**src/rtl/uart_dec_line_reader_pkg.sv**
```systemverilog
// ============================================================================
//  Module      : line_reader_pkg
//  Description : Shared types and constants for the decimal line reader.
//                Macro LINE_BACKSPACE_EN widens the echo queue to three bytes.
//  Revision    : 1.0  initial release
// ============================================================================
`default_nettype none

package line_reader_pkg;

    localparam int c_MAX_DIGITS_DEF = 5;
    localparam int c_ACC_W          = 20;

    localparam logic [7:0] c_ASCII_CR  = 8'h0D;
    localparam logic [7:0] c_ASCII_LF  = 8'h0A;
    localparam logic [7:0] c_ASCII_BS  = 8'h08;
    localparam logic [7:0] c_ASCII_DEL = 8'h7F;
    localparam logic [7:0] c_ASCII_SP  = 8'h20;
    localparam logic [7:0] c_ASCII_0   = 8'h30;

`ifdef LINE_BACKSPACE_EN
    localparam int c_ECHO_DEPTH = 3;
`else
    localparam int c_ECHO_DEPTH = 1;
`endif

    // The three echo states live in line_echo_tx; the parent sees them as ST_ECHO.
    typedef enum logic [2:0] {
        ST_IDLE    = 3'd0,
        ST_COLLECT = 3'd1,
        ST_ECHO    = 3'd2,
        ST_CONVERT = 3'd3,
        ST_DONE    = 3'd4
    } line_state_t;

    typedef enum logic [1:0] {
        ES_IDLE       = 2'd0,
        ES_REQ        = 2'd1,
        ES_WAIT_START = 2'd2,
        ES_WAIT_END   = 2'd3
    } echo_state_t;

    function automatic logic is_digit(input logic [7:0] b);
        return (b >= c_ASCII_0) && (b <= (c_ASCII_0 + 8'd9));
    endfunction

    // Returns {overflow, value}.
    function automatic logic [16:0] saturate16(input logic [c_ACC_W-1:0] acc);
        if (acc > c_ACC_W'(32'd65535)) begin
            return {1'b1, 16'hFFFF};
        end
        return {1'b0, acc[15:0]};
    endfunction

endpackage

`default_nettype wire

```
**src/rtl/uart_dec_line_reader_if.sv**
```systemverilog
// ============================================================================
//  Module      : uart_dec_line_reader_if
//  Description : Handshake bundle between console FSM / uart and line reader.
//  Revision    : 1.0  initial release
// ============================================================================
`default_nettype none

interface uart_dec_line_reader_if;
    logic        start;
    logic        rx_valid;
    logic [7:0]  rx_byte;
    logic        tx_busy;
    logic        tx_req;
    logic [7:0]  tx_data;
    logic        busy;
    logic [15:0] value;
    logic        value_valid;
    logic        overflow;
    logic        rx_dropped;

    modport master (
        output start, rx_valid, rx_byte, tx_busy,
        input  tx_req, tx_data, busy, value, value_valid, overflow, rx_dropped
    );

    modport slave (
        input  start, rx_valid, rx_byte, tx_busy,
        output tx_req, tx_data, busy, value, value_valid, overflow, rx_dropped
    );
endinterface

`default_nettype wire

```
**src/rtl/uart_dec_line_reader_echo_tx.sv**
```systemverilog
// ============================================================================
//  Module      : line_echo_tx
//  Description : Echo byte queue and transmit handshake against uart tx_busy.
//                Queue depth follows LINE_BACKSPACE_EN (3 bytes, else 1).
//  Revision    : 1.0  initial release
// ============================================================================
`default_nettype none

module line_echo_tx
    import line_reader_pkg::*;
(
    input  wire logic                      clk,
    input  wire logic                      rst,
    input  wire logic                      load_i,
    input  wire logic [1:0]                load_cnt_i,
    input  wire logic [8*c_ECHO_DEPTH-1:0] load_data_i,
    input  wire logic                      tx_busy_i,
    output logic                           tx_req_o,
    output logic [7:0]                     tx_data_o,
    output logic                           echo_idle_o
);

    echo_state_t state_q, state_d;
    logic        tx_req_q, tx_req_d;
    logic [7:0]  tx_data_q, tx_data_d;
    logic        w_pop;
    logic [1:0]  w_rem_cnt;
    logic [7:0]  w_rem_head;

    generate
        if (c_ECHO_DEPTH > 1) begin : g_queue
            logic [8*(c_ECHO_DEPTH-1)-1:0] rem_q;
            logic [1:0]                    cnt_q;

            always_ff @(posedge clk) begin
                if (rst) begin
                    rem_q <= '0;
                    cnt_q <= '0;
                end else if (load_i && (state_q == ES_IDLE)) begin
                    rem_q <= load_data_i[8*c_ECHO_DEPTH-1:8];
                    cnt_q <= load_cnt_i - 2'd1;
                end else if (w_pop) begin
                    rem_q <= rem_q >> 8;
                    cnt_q <= cnt_q - 2'd1;
                end
            end

            assign w_rem_cnt  = cnt_q;
            assign w_rem_head = rem_q[7:0];
        end else begin : g_single
            logic w_unused_cnt;
            assign w_unused_cnt = ^load_cnt_i;
            assign w_rem_cnt    = 2'd0;
            assign w_rem_head   = 8'h00;
        end
    endgenerate

    always_ff @(posedge clk) begin
        if (rst) begin
            state_q   <= ES_IDLE;
            tx_req_q  <= 1'b0;
            tx_data_q <= 8'h00;
        end else begin
            state_q   <= state_d;
            tx_req_q  <= tx_req_d;
            tx_data_q <= tx_data_d;
        end
    end

    // echo_idle_o also rises in the final WAIT_END cycle so the parent can
    // resume COLLECT on the same edge this block drops to idle.
    always_comb begin
        state_d     = state_q;
        tx_req_d    = tx_req_q;
        tx_data_d   = tx_data_q;
        w_pop       = 1'b0;
        echo_idle_o = 1'b0;
        case (state_q)
            ES_IDLE: begin
                echo_idle_o = 1'b1;
                if (load_i) begin
                    tx_data_d = load_data_i[7:0];
                    tx_req_d  = 1'b1;
                    state_d   = ES_REQ;
                end
            end
            ES_REQ: begin
                if (!tx_busy_i) begin
                    tx_req_d = 1'b0;
                    state_d  = ES_WAIT_START;
                end
            end
            ES_WAIT_START: begin
                if (tx_busy_i) begin
                    state_d = ES_WAIT_END;
                end
            end
            ES_WAIT_END: begin
                if (!tx_busy_i) begin
                    if (w_rem_cnt != 2'd0) begin
                        w_pop     = 1'b1;
                        tx_data_d = w_rem_head;
                        tx_req_d  = 1'b1;
                        state_d   = ES_REQ;
                    end else begin
                        echo_idle_o = 1'b1;
                        state_d     = ES_IDLE;
                    end
                end
            end
            default: state_d = ES_IDLE;
        endcase
    end

    assign tx_req_o  = tx_req_q;
    assign tx_data_o = tx_data_q;

endmodule

`default_nettype wire

```
**src/rtl/uart_dec_line_reader.sv**
```systemverilog
// ============================================================================
//  Module      : uart_dec_line_reader
//  Description : Collects echoed decimal digits up to CR and converts them to a
//                saturated 16-bit value. LINE_BACKSPACE_EN enables BS/DEL edit.
//  Revision    : 1.0  initial release
// ============================================================================
`default_nettype none

module uart_dec_line_reader
    import line_reader_pkg::*;
#(
    parameter int MAX_DIGITS = c_MAX_DIGITS_DEF
) (
    input  wire logic                 clk,
    input  wire logic                 rst,
    uart_dec_line_reader_if.slave     bus
);

    localparam int c_CNT_W = $clog2(MAX_DIGITS + 1);

    line_state_t          state_q, state_d;
    logic [3:0]           digits_q [MAX_DIGITS];
    logic [3:0]           digits_d [MAX_DIGITS];
    logic [c_CNT_W-1:0]   cnt_q, cnt_d;
    logic [c_CNT_W-1:0]   idx_q, idx_d;
    logic [c_ACC_W-1:0]   acc_q, acc_d;
    logic [15:0]          value_q, value_d;
    logic                 vv_q, vv_d;
    logic                 ovf_q, ovf_d;
    logic                 drop_q, drop_d;

    logic                      w_echo_load;
    logic [1:0]                w_echo_cnt;
    logic [8*c_ECHO_DEPTH-1:0] w_echo_data;
    logic                      w_echo_idle;
    logic [3:0]                w_cur_digit;
    logic [c_ACC_W-1:0]        w_acc_next;

    line_echo_tx u_echo (
        .clk         (clk),
        .rst         (rst),
        .load_i      (w_echo_load),
        .load_cnt_i  (w_echo_cnt),
        .load_data_i (w_echo_data),
        .tx_busy_i   (bus.tx_busy),
        .tx_req_o    (bus.tx_req),
        .tx_data_o   (bus.tx_data),
        .echo_idle_o (w_echo_idle)
    );

    always_ff @(posedge clk) begin
        if (rst) begin
            state_q <= ST_IDLE;
            cnt_q   <= '0;
            idx_q   <= '0;
            acc_q   <= '0;
            value_q <= '0;
            vv_q    <= 1'b0;
            ovf_q   <= 1'b0;
            drop_q  <= 1'b0;
            for (int i = 0; i < MAX_DIGITS; i++) begin
                digits_q[i] <= '0;
            end
        end else begin
            state_q  <= state_d;
            digits_q <= digits_d;
            cnt_q    <= cnt_d;
            idx_q    <= idx_d;
            acc_q    <= acc_d;
            value_q  <= value_d;
            vv_q     <= vv_d;
            ovf_q    <= ovf_d;
            drop_q   <= drop_d;
        end
    end

    // Oldest digit sits at index 0, so walking idx upward is MSB-first.
    always_comb begin
        w_cur_digit = 4'd0;
        for (int i = 0; i < MAX_DIGITS; i++) begin
            if (c_CNT_W'(i) == idx_q) begin
                w_cur_digit = digits_q[i];
            end
        end
        w_acc_next = (acc_q * c_ACC_W'(10)) + c_ACC_W'(w_cur_digit);
    end

    always_comb begin
        state_d     = state_q;
        digits_d    = digits_q;
        cnt_d       = cnt_q;
        idx_d       = idx_q;
        acc_d       = acc_q;
        value_d     = value_q;
        vv_d        = 1'b0;
        ovf_d       = ovf_q;
        drop_d      = drop_q;
        w_echo_load = 1'b0;
        w_echo_cnt  = 2'd1;
        w_echo_data = '0;
        case (state_q)
            ST_IDLE: begin
                if (bus.start) begin
                    for (int i = 0; i < MAX_DIGITS; i++) begin
                        digits_d[i] = '0;
                    end
                    cnt_d   = '0;
                    ovf_d   = 1'b0;
                    drop_d  = 1'b0;
                    state_d = ST_COLLECT;
                end
            end
            ST_COLLECT: begin
                if (bus.rx_valid) begin
                    if (is_digit(bus.rx_byte)) begin
                        if (cnt_q < c_CNT_W'(MAX_DIGITS)) begin
                            for (int i = 0; i < MAX_DIGITS; i++) begin
                                if (c_CNT_W'(i) == cnt_q) begin
                                    digits_d[i] = bus.rx_byte[3:0];
                                end
                            end
                            cnt_d            = cnt_q + c_CNT_W'(1);
                            w_echo_load      = 1'b1;
                            w_echo_data[7:0] = bus.rx_byte;
                            state_d          = ST_ECHO;
                        end
                    end else if (bus.rx_byte == c_ASCII_CR) begin
                        acc_d = '0;
                        idx_d = '0;
                        if (cnt_q == '0) begin
                            value_d = 16'h0000;
                            ovf_d   = 1'b0;
                            vv_d    = 1'b1;
                            state_d = ST_DONE;
                        end else begin
                            state_d = ST_CONVERT;
                        end
                    end
`ifdef LINE_BACKSPACE_EN
                    else if (((bus.rx_byte == c_ASCII_BS) || (bus.rx_byte == c_ASCII_DEL))
                             && (cnt_q != '0)) begin
                        cnt_d       = cnt_q - c_CNT_W'(1);
                        w_echo_load = 1'b1;
                        w_echo_cnt  = 2'd3;
                        w_echo_data = {c_ASCII_BS, c_ASCII_SP, c_ASCII_BS};
                        state_d     = ST_ECHO;
                    end
`endif
                end
            end
            ST_ECHO: begin
                if (bus.rx_valid) begin
                    drop_d = 1'b1;
                end
                if (w_echo_idle) begin
                    state_d = ST_COLLECT;
                end
            end
            ST_CONVERT: begin
                if (bus.rx_valid) begin
                    drop_d = 1'b1;
                end
                acc_d = w_acc_next;
                idx_d = idx_q + c_CNT_W'(1);
                if (idx_q == (cnt_q - c_CNT_W'(1))) begin
                    {ovf_d, value_d} = saturate16(w_acc_next);
                    vv_d             = 1'b1;
                    state_d          = ST_DONE;
                end
            end
            ST_DONE: begin
                if (bus.rx_valid) begin
                    drop_d = 1'b1;
                end
                state_d = ST_IDLE;
            end
            default: state_d = ST_IDLE;
        endcase
    end

    assign bus.busy        = (state_q != ST_IDLE);
    assign bus.value       = value_q;
    assign bus.value_valid = vv_q;
    assign bus.overflow    = ovf_q;
    assign bus.rx_dropped  = drop_q;

endmodule

`default_nettype wire

```
**src/flat_wrapper.sv**
```systemverilog
// flat-port wrapper written by rule: the top's interface ports become plain ports
module uart_dec_line_reader_flat import line_reader_pkg::*;
#(
    parameter int MAX_DIGITS = c_MAX_DIGITS_DEF
)
  (clk, rst, bus_start, bus_rx_valid, bus_rx_byte, bus_tx_busy, bus_tx_req, bus_tx_data, bus_busy, bus_value, bus_value_valid, bus_overflow, bus_rx_dropped);
  uart_dec_line_reader_if bus_i ();
  input  wire logic clk;
  input  wire logic rst;
  input wire logic [$bits(bus_i.start)-1:0] bus_start;
  input wire logic [$bits(bus_i.rx_valid)-1:0] bus_rx_valid;
  input wire logic [$bits(bus_i.rx_byte)-1:0] bus_rx_byte;
  input wire logic [$bits(bus_i.tx_busy)-1:0] bus_tx_busy;
  output wire logic [$bits(bus_i.tx_req)-1:0] bus_tx_req;
  output wire logic [$bits(bus_i.tx_data)-1:0] bus_tx_data;
  output wire logic [$bits(bus_i.busy)-1:0] bus_busy;
  output wire logic [$bits(bus_i.value)-1:0] bus_value;
  output wire logic [$bits(bus_i.value_valid)-1:0] bus_value_valid;
  output wire logic [$bits(bus_i.overflow)-1:0] bus_overflow;
  output wire logic [$bits(bus_i.rx_dropped)-1:0] bus_rx_dropped;
  assign bus_i.start = bus_start;
  assign bus_i.rx_valid = bus_rx_valid;
  assign bus_i.rx_byte = bus_rx_byte;
  assign bus_i.tx_busy = bus_tx_busy;
  assign bus_tx_req = bus_i.tx_req;
  assign bus_tx_data = bus_i.tx_data;
  assign bus_busy = bus_i.busy;
  assign bus_value = bus_i.value;
  assign bus_value_valid = bus_i.value_valid;
  assign bus_overflow = bus_i.overflow;
  assign bus_rx_dropped = bus_i.rx_dropped;
  uart_dec_line_reader #(.MAX_DIGITS(MAX_DIGITS)) u_core (.clk(clk), .rst(rst), .bus(bus_i));
endmodule
```
**config.mk**
```make
export PLATFORM = sky130hd
export DESIGN_NAME = uart_dec_line_reader_flat
export DESIGN_NICKNAME = d
export VERILOG_FILES = /design/src/rtl/uart_dec_line_reader_pkg.sv /design/src/rtl/uart_dec_line_reader_if.sv /design/src/rtl/uart_dec_line_reader_echo_tx.sv /design/src/rtl/uart_dec_line_reader.sv /design/src/flat_wrapper.sv
export SDC_FILE = /design/constraint.sdc
export NUM_CORES = 1
export LEC_CHECK = 0
export CORE_MARGIN = 2
export CORE_UTILIZATION = 50
export CTS_CLUSTER_DIAMETER = 60
export DETAILED_ROUTE_END_ITERATION = 8
export PLACE_DENSITY = 0.67
export SYNTH_ARGS = -nofsm -noshare
export SYNTH_HDL_FRONTEND = slang
export SYNTH_SLANG_ARGS = --single-unit
```
**constraint.sdc**
```tcl
create_clock -name clk -period 5.3 [get_ports clk]
set_clock_uncertainty 0.2 [all_clocks]
set_input_delay 0.795 -clock clk [delete_from_list [all_inputs] [get_ports clk]]
set_output_delay 0.795 -clock clk [all_outputs]
set_load 0.05 [all_outputs]
```
* Word-level counts from Yosys, hierarchy flattened
Index checks and enable logic that the tools add are counted.
Word-level totals: register bits after elaboration 79, logic and storage cells 169
Operators by class: mux-type cells 81, multipliers 1, add/sub/neg operators 4, reductions and logical operators 26, eq/ne operators 37, magnitude comparators 4
Operator list (number):
- two-way mux 20 bit | 7
- two-way mux 16 bit | 5
- case mux 20 bit (2 select lines) | 2
- two-way mux 3 bit | 15
- AND reduction 6 bit | 7
- two-way mux 4 bit | 10
- two-way mux 17 bit | 2
- two-way mux 8 bit | 4
- case mux 16 bit (2 select lines) | 1
- two-way mux 1 bit | 22
- adder 20 x 4 -> 20 bit | 1
- greater-than comparator 20 x 16 -> 1 bit, second input constant | 1
- multiplier 20 x 3 -> 19 bit, second input constant | 1
- != test 2 x 1 -> 1 bit, second input constant | 10
- != test 2 bit, second input constant | 8
- equality test 2 x 3 -> 1 bit, first input constant | 4
- case mux 3 bit (2 select lines) | 2
- case mux 3 bit (4 select lines) | 1
- zero test 3 bit | 3
- equality test 8 x 4 -> 1 bit, second input constant | 1
- greater-or-equal comparator 8 x 6 -> 1 bit, second input constant | 1
- <= comparator 8 x 6 -> 1 bit, second input constant | 1
- two-way mux 2 bit | 4
- case mux 1 bit (2 select lines) | 4
- 25 further kinds | 36

* Longest topological paths before layout
Gate-level depths: netlist of run 1.
word-level depth 14, gate-level depth with buffers 23, mapped depth without buffers 22

* By module
Synthesis of run 1 repeated with hierarchy kept, for this count alone.
Second synthesis, totals: cells, all modules 604, area, all modules 4973.5 sq um
Modules (own cells, without submodules):
- uart_dec_line_reader | area an instance 4465.5 sq um, instances 1, cells each 542
- line_echo_tx | area an instance 508.0 sq um, instances 1, cells each 62

* Least setup slack after synthesis of run 1
No wires, ideal clock.
kind reg2reg, start register u_core.idx_q[0], end register u_core.value_q[10], in the netlist u_core.bus.value[10], required time 4.963 ns, path slack 1.167 ns, stages on the path, launching flop included 20, arrival 3.796 ns, cells stage by stage dfxtp_1 > ha_1 > ha_1 > clkbuf_1 > nor2b_1 > a22oi_1 > o21ai_0 > ha_1 > inv_1 > fa_1 > inv_1 > a21o_1 > nand2b_1 > nand3b_4 > or4_4 > nand4bb_4 > o21ba_1 > o21ai_4 > buf_12 > o211ai_2
On the way: cells in the longest elaborated chain, start to end 14, elaborated cells between the ends (all ways) 21
RTL lines:
- start: declaration | line uart_dec_line_reader.sv:25 | logic [c_CNT_W-1:0] idx_q, idx_d;
- start signal: assignment | line uart_dec_line_reader.sv:68 | idx_q <= idx_d;
- zero test 3 bit | line uart_dec_line_reader.sv:81 | if (c_CNT_W'(i) == idx_q) begin
- two-way mux 4 bit (5 in a row) | line uart_dec_line_reader.sv:81
- adder 20 x 4 -> 20 bit | line uart_dec_line_reader.sv:85 | w_acc_next = (acc_q * c_ACC_W'(10)) + c_ACC_W'(w_cur_digit);
- greater-than comparator 20 x 16 -> 1 bit | line uart_dec_line_reader_pkg.sv:49 | if (acc > c_ACC_W'(32'd65535)) begin
- two-way mux 1 bit | line uart_dec_line_reader_pkg.sv:49
- two-way mux 1 bit | line uart_dec_line_reader.sv:165 | if (idx_q == (cnt_q - c_CNT_W'(1))) begin
- two-way mux 1 bit | line uart_dec_line_reader.sv:101 | case (state_q)
- two-way mux 17 bit | line uart_dec_line_reader_pkg.sv:52 | return {1'b0, acc[15:0]};
- two-way mux 16 bit | line uart_dec_line_reader.sv:165
- case mux 16 bit (2 select lines) | line uart_dec_line_reader.sv:101
- end signal: assignment | line uart_dec_line_reader.sv:70 | value_q <= value_d;
- end: declaration | line uart_dec_line_reader.sv:27 | logic [15:0] value_q, value_d;
Parallel ways exist; a longest one is shown, timed or not. The select of a mux whose other input is x is not followed. A chain may end at the register's enable or synchronous reset.

* Worst setup path after layout of run 1
start register u_core.idx_q[1], end register u_core.value_q[0], in the netlist u_core.bus.value[0]
The elaborated chain is that of the path after synthesis.

==> impl_metrics.json, run 1 <==
{
  "critPathTopFamily": "compound AO/OA/AOI/OAI gates",
  "syn_area_mm2": 0.005298,
  "overflow": 0,
  "synthesis.nets": 690,
  "fillerInstances": 948,
  "final_max_slew_viol_count": 0,
  "synth-main-ff-cell": "dfxtp_1",
  "synth_top_area_cell": "dfxtp_1",
  "path_depth": 21,
  "synth_seq_cells": 78,
  "layout_cells_sized_above_1_pct": 8.141,
  "drc": 0,
  "die_w_um": 106.9,
  "p_switching_mw": 0.3007,
  "clock-root-buffer": "clkbuf_8",
  "antennaDiodeCount": 0,
  "gp_congestion": 0.8378,
  "max-vdd-ir-drop_mv": 0.1381,
  "drt_pass1_iterations": 4,
  "timing_hold_violations_final": 0,
  "drt-wirelength-per-cell_um": 15.39,
  "crit_path_top_delay_cell": "o31ai_4",
  "cts_buffers": 9,
  "regToRegSetupSlack_ns": 0.61,
  "die_area_mm2": 0.01143,
  "maximum_number_of_pins_on_one_net_before_global_route_repair": 50,
  "cts.sink_count": 78,
  "initial_core_util_pct": 51.31,
  "synth_enable_flop_cells": 0,
  "detail-route-antenna-nets": 0,
  "worst-endpoint-required_ns": 5.29,
  "die_h_um": 106.9,
  "worst_hold_path_type": "reg -> reg",
  "synth-warning-count": 0,
  "worst_setup_path_endpoint": "u_core.bus.value[0]",
  "seq_area_frac_synth_pct": 29.48,
  "clock_network_fraction_of_total_power_pct": 40.5,
  "drt_iter0_drc": 213,
  "cts_repair_resize_count": 0,
  "cap_violations": 0,
  "avg_cell_area_syn_um2": 8.463,
  "via_per_inst": 5.689,
  "io_pins": 42,
  "crit_path_start": "u_core.idx_q[1]",
  "synth_async_sr_flop_share_pct": 0,
  "postRouteWirelength_um": 12110,
  "std_cell_rows": 37,
  "layout.area.seq_mm2": 0.001562,
  "power_report.internal_total_mw": 0.8502,
  "sequence_of_cells_on_the_critical_path": "inv_1 -> ha_1 -> nor2_1 -> a21oi_1 -> nor2_1 -> a21oi_1 -> nor2_1 -> a21oi_1 -> o21ai_0 -> ha_1 -> inv_1 -> fa_1 -> inv_1 -> a21o_1 -> nand2b_1 -> nand3b_4 -> nor4_1 -> and3_1 -> a21oi_1 -> o31ai_4 -> o211ai_1",
  "number_of_antenna_violations_at_the_first_check_in_global_routing": 0,
  "power.leakage_nw": 2.539,
  "critical_path.n_buffers_inverters": 3,
  "post-route-min-period_ns": 4.687,
  "critical_path_peak_fanout": 17,
  "syn_to_final_growth_pct": 12.31,
  "switching_share_pct": 26.13,
  "cts_buffer_depth": 2,
  "criticalPathCategory": "reg -> reg",
  "setup_tns_ns": 0,
  "placeableCoreArea_mm2": 0.01032,
  "hold_buf_count_cts": 0,
  "clk_pin_slew_ns": 0.08,
  "pwr_density_cell_mw_per_mm2": 193.5,
  "timing.max_slew.rel_slack_pct": 40.59,
  "place.port_buffers": 41,
  "start_kind": "flop",
  "syn_inst_count": 626,
  "rr_endpoint": "u_core.bus.value[0]",
  "htreeDepth": 3,
  "period_share_pct": 88.44,
  "timing_worst_slew_pin_value_ns": 0.8911,
  "critical-path-max-stage-delay_ns": 0.73,
  "share_seq_of_total_power_pct": 51.9,
  "grt_pass1_wl_um": 20780,
  "unrepaired_setup_endpoints_after_global_routing": "false",
  "grt.total_usage_pct": 22.44,
  "comb_power_share_pct": 7.6,
  "netlist_top_cells_area": "dfxtp_1 29%, ha_1 12%, nor2_1 6.6%",
  "outcome": "finished, final reports clean",
  "timing.reg2reg.worst_path_depth": 21,
  "cp-end-kind": "flop",
  "worst-endpoint-arrival_ns": 4.67,
  "ys_types": 72,
  "final_setup_violating_endpoints": 0,
  "achievable-frequency_ghz": 0.2134,
  "number_of_global_route_vias_before_repair": 4291,
  "mostFrequentLayoutCell": "nor2_1",
  "multiInputGateArea_mm2": 0.003488,
  "layout.nets": 710,
  "hpwlAfterDp_um": 9176,
  "layout_common_cells": "93 x nor2_1, 78 x dfxtp_1, 60 x a21oi_1, 49 x ha_1, 40 x clkdlybuf4s50_1",
  "worstSkewPairLatency_ns": 0.35,
  "timing.critical_path.mode_cell": "a21oi_1",
  "crit-reg2reg-launch": "u_core.idx_q[1]",
  "post-synth-top-area-fraction_pct": 29.48,
  "min_delay_path_depth": 2,
  "power_mw": 1.151,
  "vias": 4477,
  "cts_tree": "built",
  "post-cts-setup-buffers": 0
}
-- per-stage QoR --
step	std cells	cell area [um^2]	worst slack, ns	utilization (%)	hold WS [ns]
3_3_place_gp	771	5746	0.8152	55.65	0.2479
2_1_floorplan	626	5298	1.167	-	0.2356
6_report	787	5949	0.6129	57.63	0.2741
4_1_cts	787	5949	0.6180	57.63	0.2765
5_1_grt	787	5949	0.1008	57.63	0.2986
3_5_place_dp	771	5746	0.6436	55.65	0.2632
-- power by group through the flow --
| stage | sequential [mW] | clock (mW) | combinational [mW] |
|---|---|---|---|
| final | 0.598 | 0.466 | 0.0870 |
| after global placement | 0.611 | 0 | 0.0862 |
| after global routing | 0.599 | 0.506 | 0.0959 |
| after CTS | 0.598 | 0.479 | 0.0871 |
| after detailed placement | 0.611 | 0 | 0.0868 |
| after floorplan | 0.613 | 0 | 0.0588 |
-- flip-flops by register name, indices dropped and copies added, names as in the netlist, 2 cells and up --
signal and flops:
u_core.u_echo.tx_data_o 8, u_core.bus.value 16, u_core.cnt_q 3, u_core.u_echo.state_q 2
u_core.acc_q 19, u_core.state_q 3, u_core.digits_q 20, u_core.idx_q 3
-- per-layer routing --
metal  part of all wire (%)  track usage (%)  routed length [um]
met2                     45            34.67                5462
met1                     49            32.21                5939
met4                    1.5            6.030                 177
met5                      0                0                   0
met3                    4.4            4.012                 534
-- synth_stat cells, types with 3 or more instances --
| master | number |
|---|---|
| nor2_1 | 93 |
| dfxtp_1 | 78 |
| a21oi_1 | 60 |
| ha_1 | 49 |
| nand2_1 | 32 |
| clkbuf_1 | 29 |
| mux2i_1 | 28 |
| inv_1 | 23 |
| o21ai_0 | 17 |
| nand3_1 | 15 |
| nor3_1 | 14 |
| xor2_1 | 13 |
| a22oi_1 | 12 |
| xnor2_1 | 12 |
| o211ai_1 | 11 |
| a31oi_1 | 9 |
| a21o_1 | 8 |
| and3_1 | 8 |
| o211ai_2 | 8 |
| and2_1 | 7 |
| nand3b_1 | 7 |
| nand2b_1 | 6 |
| or3_1 | 5 |
| buf_2 | 4 |
| nor3b_1 | 4 |
| nor4_1 | 4 |
| o21a_1 | 4 |
| and4_1 | 3 |
| nand4_1 | 3 |
| nor2b_1 | 3 |
| o21ai_1 | 3 |
| o31ai_1 | 3 |
-- worst reg2reg max path, delay by kind of cell (launching register included) --
| kind | cells | cell delay [ns] |
|---|---|---|
| AOI/OAI and AO/OA | 8 | 1.45 |
| adders and majority gates | 3 | 0.87 |
| buffers and inverters | 3 | 0.23 |
| DFF | 1 | 0.45 |
| and+or+nand+nor | 7 | 1.35 |
-- logic make-up (layout without fill, tap and decap cells) --
logic type               Yosys count  after routing  synth area share [%]
AO/OA/AOI/OAI                    158            158                 20.62
adder cells (fa/ha/maj)           51             51                 12.33
buffers and inverters             60             85                 4.794
multiplexers                      29             29                 5.503
AND/OR/NAND/NOR                  222            222                 21.80
XOR/XNOR                          28             28                 5.480
flip-flops                        78             78                 29.48
-- worst min path at each step --
stage | slack [ns] | start | end
global placement | 0.25 | u_core.acc_q[17] | u_core.acc_q[17]
CTS | 0.28 | u_core.acc_q[17] | u_core.acc_q[17]
finish | 0.27 | u_core.acc_q[17] | u_core.acc_q[17]
floorplan | 0.24 | u_core.acc_q[17] | u_core.acc_q[17]
detailed placement | 0.26 | u_core.acc_q[17] | u_core.acc_q[17]
global route | 0.30 | u_core.u_echo.tx_data_o[7] | u_core.u_echo.tx_data_o[7]
-- final cells by class --
type | count | area share, %
Multi-Input combinational cell | 488 | 58.63
Timing Repair Buffer | 45 | 7.319
Clock buffer | 9 | 2.082
Sequential cell | 78 | 26.25
Inverter | 24 | 1.514
Tap cell | 136 | 2.860
Clock inverter | 7 | 1.346
No activity file was read; power rests on OpenSTA's default activity.
==> run 2, diff against run 1 <==
GPL_ROUTABILITY_DRIVEN = 0   (was unset)
==> results of run 2 <==
The final DEF is identical to that of run 1; final timing and power are the same.
==> run 3, diff against run 2 <==
CORE_UTILIZATION = 40   (was 50)
CTS_CLUSTER_SIZE = 20   (was unset)
PLACE_DENSITY = 0.55   (was 0.67)
==> run 3 against run 2 <==
  * Via count grew 1.8%
  * Core utilization shrank 11 points
  * Flip-flop and latch count is the same
  * Combinational power grew 2%
  * Count of clock-buffer cells in the layout grew 2
==> impl_metrics.json, run 3 (synthesized netlist as in run 1, its figures left out) <==
{
  "htreeDepth": 3,
  "syn_to_final_growth_pct": 15.19,
  "timing_worst_slew_pin_value_ns": 0.6506,
  "unrepaired_setup_endpoints_after_global_routing": "false",
  "initial_core_util_pct": 40.49,
  "grt.total_usage_pct": 19.13,
  "drt_iter0_drc": 284,
  "max_flop_register": "u_core.digits_q",
  "worst_hold_path_type": "reg -> reg",
  "setup_tns_ns": 0,
  "grt_pass1_wl_um": 22010,
  "placeableCoreArea_mm2": 0.01309,
  "max_reg_flops": 20,
  "postRouteWirelength_um": 12950,
  "post-route-worst-setup-slack_ns": 0.6681,
  "place.port_buffers": 41,
  "timing_hold_violations_final": 0,
  "hpwlAfterDp_um": 9592,
  "final_max_slew_viol_count": 0,
  "drc": 0,
  "vias": 4559,
  "drt-wirelength-per-cell_um": 15.62,
  "final_setup_violating_endpoints": 0,
  "cts_repair_resize_count": 0,
  "clock-root-buffer": "clkbuf_16",
  "detail-route-antenna-nets": 0,
  "maximum_number_of_pins_on_one_net_before_global_route_repair": 55,
  "number_of_global_route_vias_before_repair": 4434,
  "number_of_antenna_violations_at_the_first_check_in_global_routing": 0,
  "cp-end-kind": "flop",
  "die_area_mm2": 0.01418,
  "max-vdd-ir-drop_mv": 0.1376,
  "dp_slack_ns": 0.6647,
  "worst-endpoint-arrival_ns": 4.63,
  "cts_buffers": 9,
  "die_w_um": 119.1,
  "layout.nets": 712,
  "worstSkewPairLatency_ns": 0.35,
  "start_kind": "flop",
  "antennaDiodeCount": 0,
  "cts.sink_count": 78,
  "pwr_density_cell_mw_per_mm2": 213.2,
  "period_share_pct": 87.40,
  "io_pins": 42,
  "cts_buffer_depth": 2,
  "outcome": "finished, final reports clean",
  "post-cts-setup-buffers": 0,
  "timing.max_slew.rel_slack_pct": 56.46,
  "via_per_inst": 5.499,
  "power.leakage_nw": 2.588,
  "criticalPathCategory": "reg -> reg",
  "clk_pin_slew_ns": 0.06,
  "cap_violations": 0,
  "cts_tree": "built",
  "std_cell_rows": 42,
  "mostFrequentLayoutCell": "nor2_1",
  "layout_common_cells": "93 x nor2_1, 78 x dfxtp_1, 60 x a21oi_1, 49 x ha_1, 40 x clkdlybuf4s50_1",
  "critical_path_peak_fanout": 17,
  "layout_cells_sized_above_1_pct": 8.116,
  "achievable-frequency_ghz": 0.2159,
  "die_h_um": 119.1,
  "hold_buf_count_cts": 0,
  "post-route-min-period_ns": 4.632,
  "drt_pass1_iterations": 5,
  "overflow": 0,
  "worst-endpoint-required_ns": 5.30
}
[run 3: cell count changes in the layout (fill, tap and decap cells not counted)]
cell	delta
clkbuf_16	+9
clkbuf_8	-9
buf_4	+2
clkbuf_1	+2
inv_6	-2
clkinv_2	+1
clkinv_4	-1
[run 3: path summary, 6_finish.rpt]
kind                          from                   to  slack [ns]  depth (start not counted)
hold reg to reg   u_core.acc_q[17]     u_core.acc_q[17]        0.26                          2
hold / removal    u_core.acc_q[17]     u_core.acc_q[17]        0.26                          2
setup / recovery   u_core.idx_q[0]  u_core.bus.value[5]        0.67                         17
setup reg to reg   u_core.idx_q[0]  u_core.bus.value[5]        0.67                         17
[run 3: routing by layer]
layer	vias up	global-route usage [%]	wire length, um
met3	18	3.448	412
met4	0	6.399	238
met1	2184	26.84	6490
met2	71	29.56	5807
met5	-	0	0
li1	2286	-	-
[run 3: critical path: stages, from the launching register on]
cell,delay [ns]
dfxtp_1,0.43
ha_1,0.19
ha_1,0.31
nor2b_1,0.31
a22oi_1,0.11
o21ai_0,0.10
ha_1,0.19
inv_1,0.06
fa_1,0.39
inv_1,0.07
a21o_1,0.14
nand2b_1,0.09
nand3b_4,0.18
or4_4,0.55
nand4bb_4,0.24
o21ba_1,0.22
o21ai_4,0.52
o211ai_1,0.18
[run 3: power by group]
group,internal (mW),leakage (nW),switching (mW)
logic,0.0347,1.82,0.0539
clock network,0.366,0.136,0.248
registers,0.593,0.629,0.00539
[run 3: layout make-up]
type	count	area [um^2]
Clock buffer	11	232.7
Clock inverter	5	58.81
Fill cell	1287	6983
Inverter	24	90.09
Multi-Input combinational cell	488	3488
Sequential cell	78	1562
Tap cell	176	220.2
Timing Repair Buffer	47	450.4
[run 3: stage by stage]
step,total power [mW],cell area (um^2),utilization [%],hold WS [ns],std cells
global route,1.355,6102,46.63,0.2880,829
CTS,1.319,6102,46.63,0.2641,829
detailed placement,0.6993,5811,44.41,0.2553,813
global placement,0.6984,5811,44.41,0.2489,813
floorplan,0.6721,5298,-,0.2356,626
finish,1.301,6102,46.63,0.2630,829
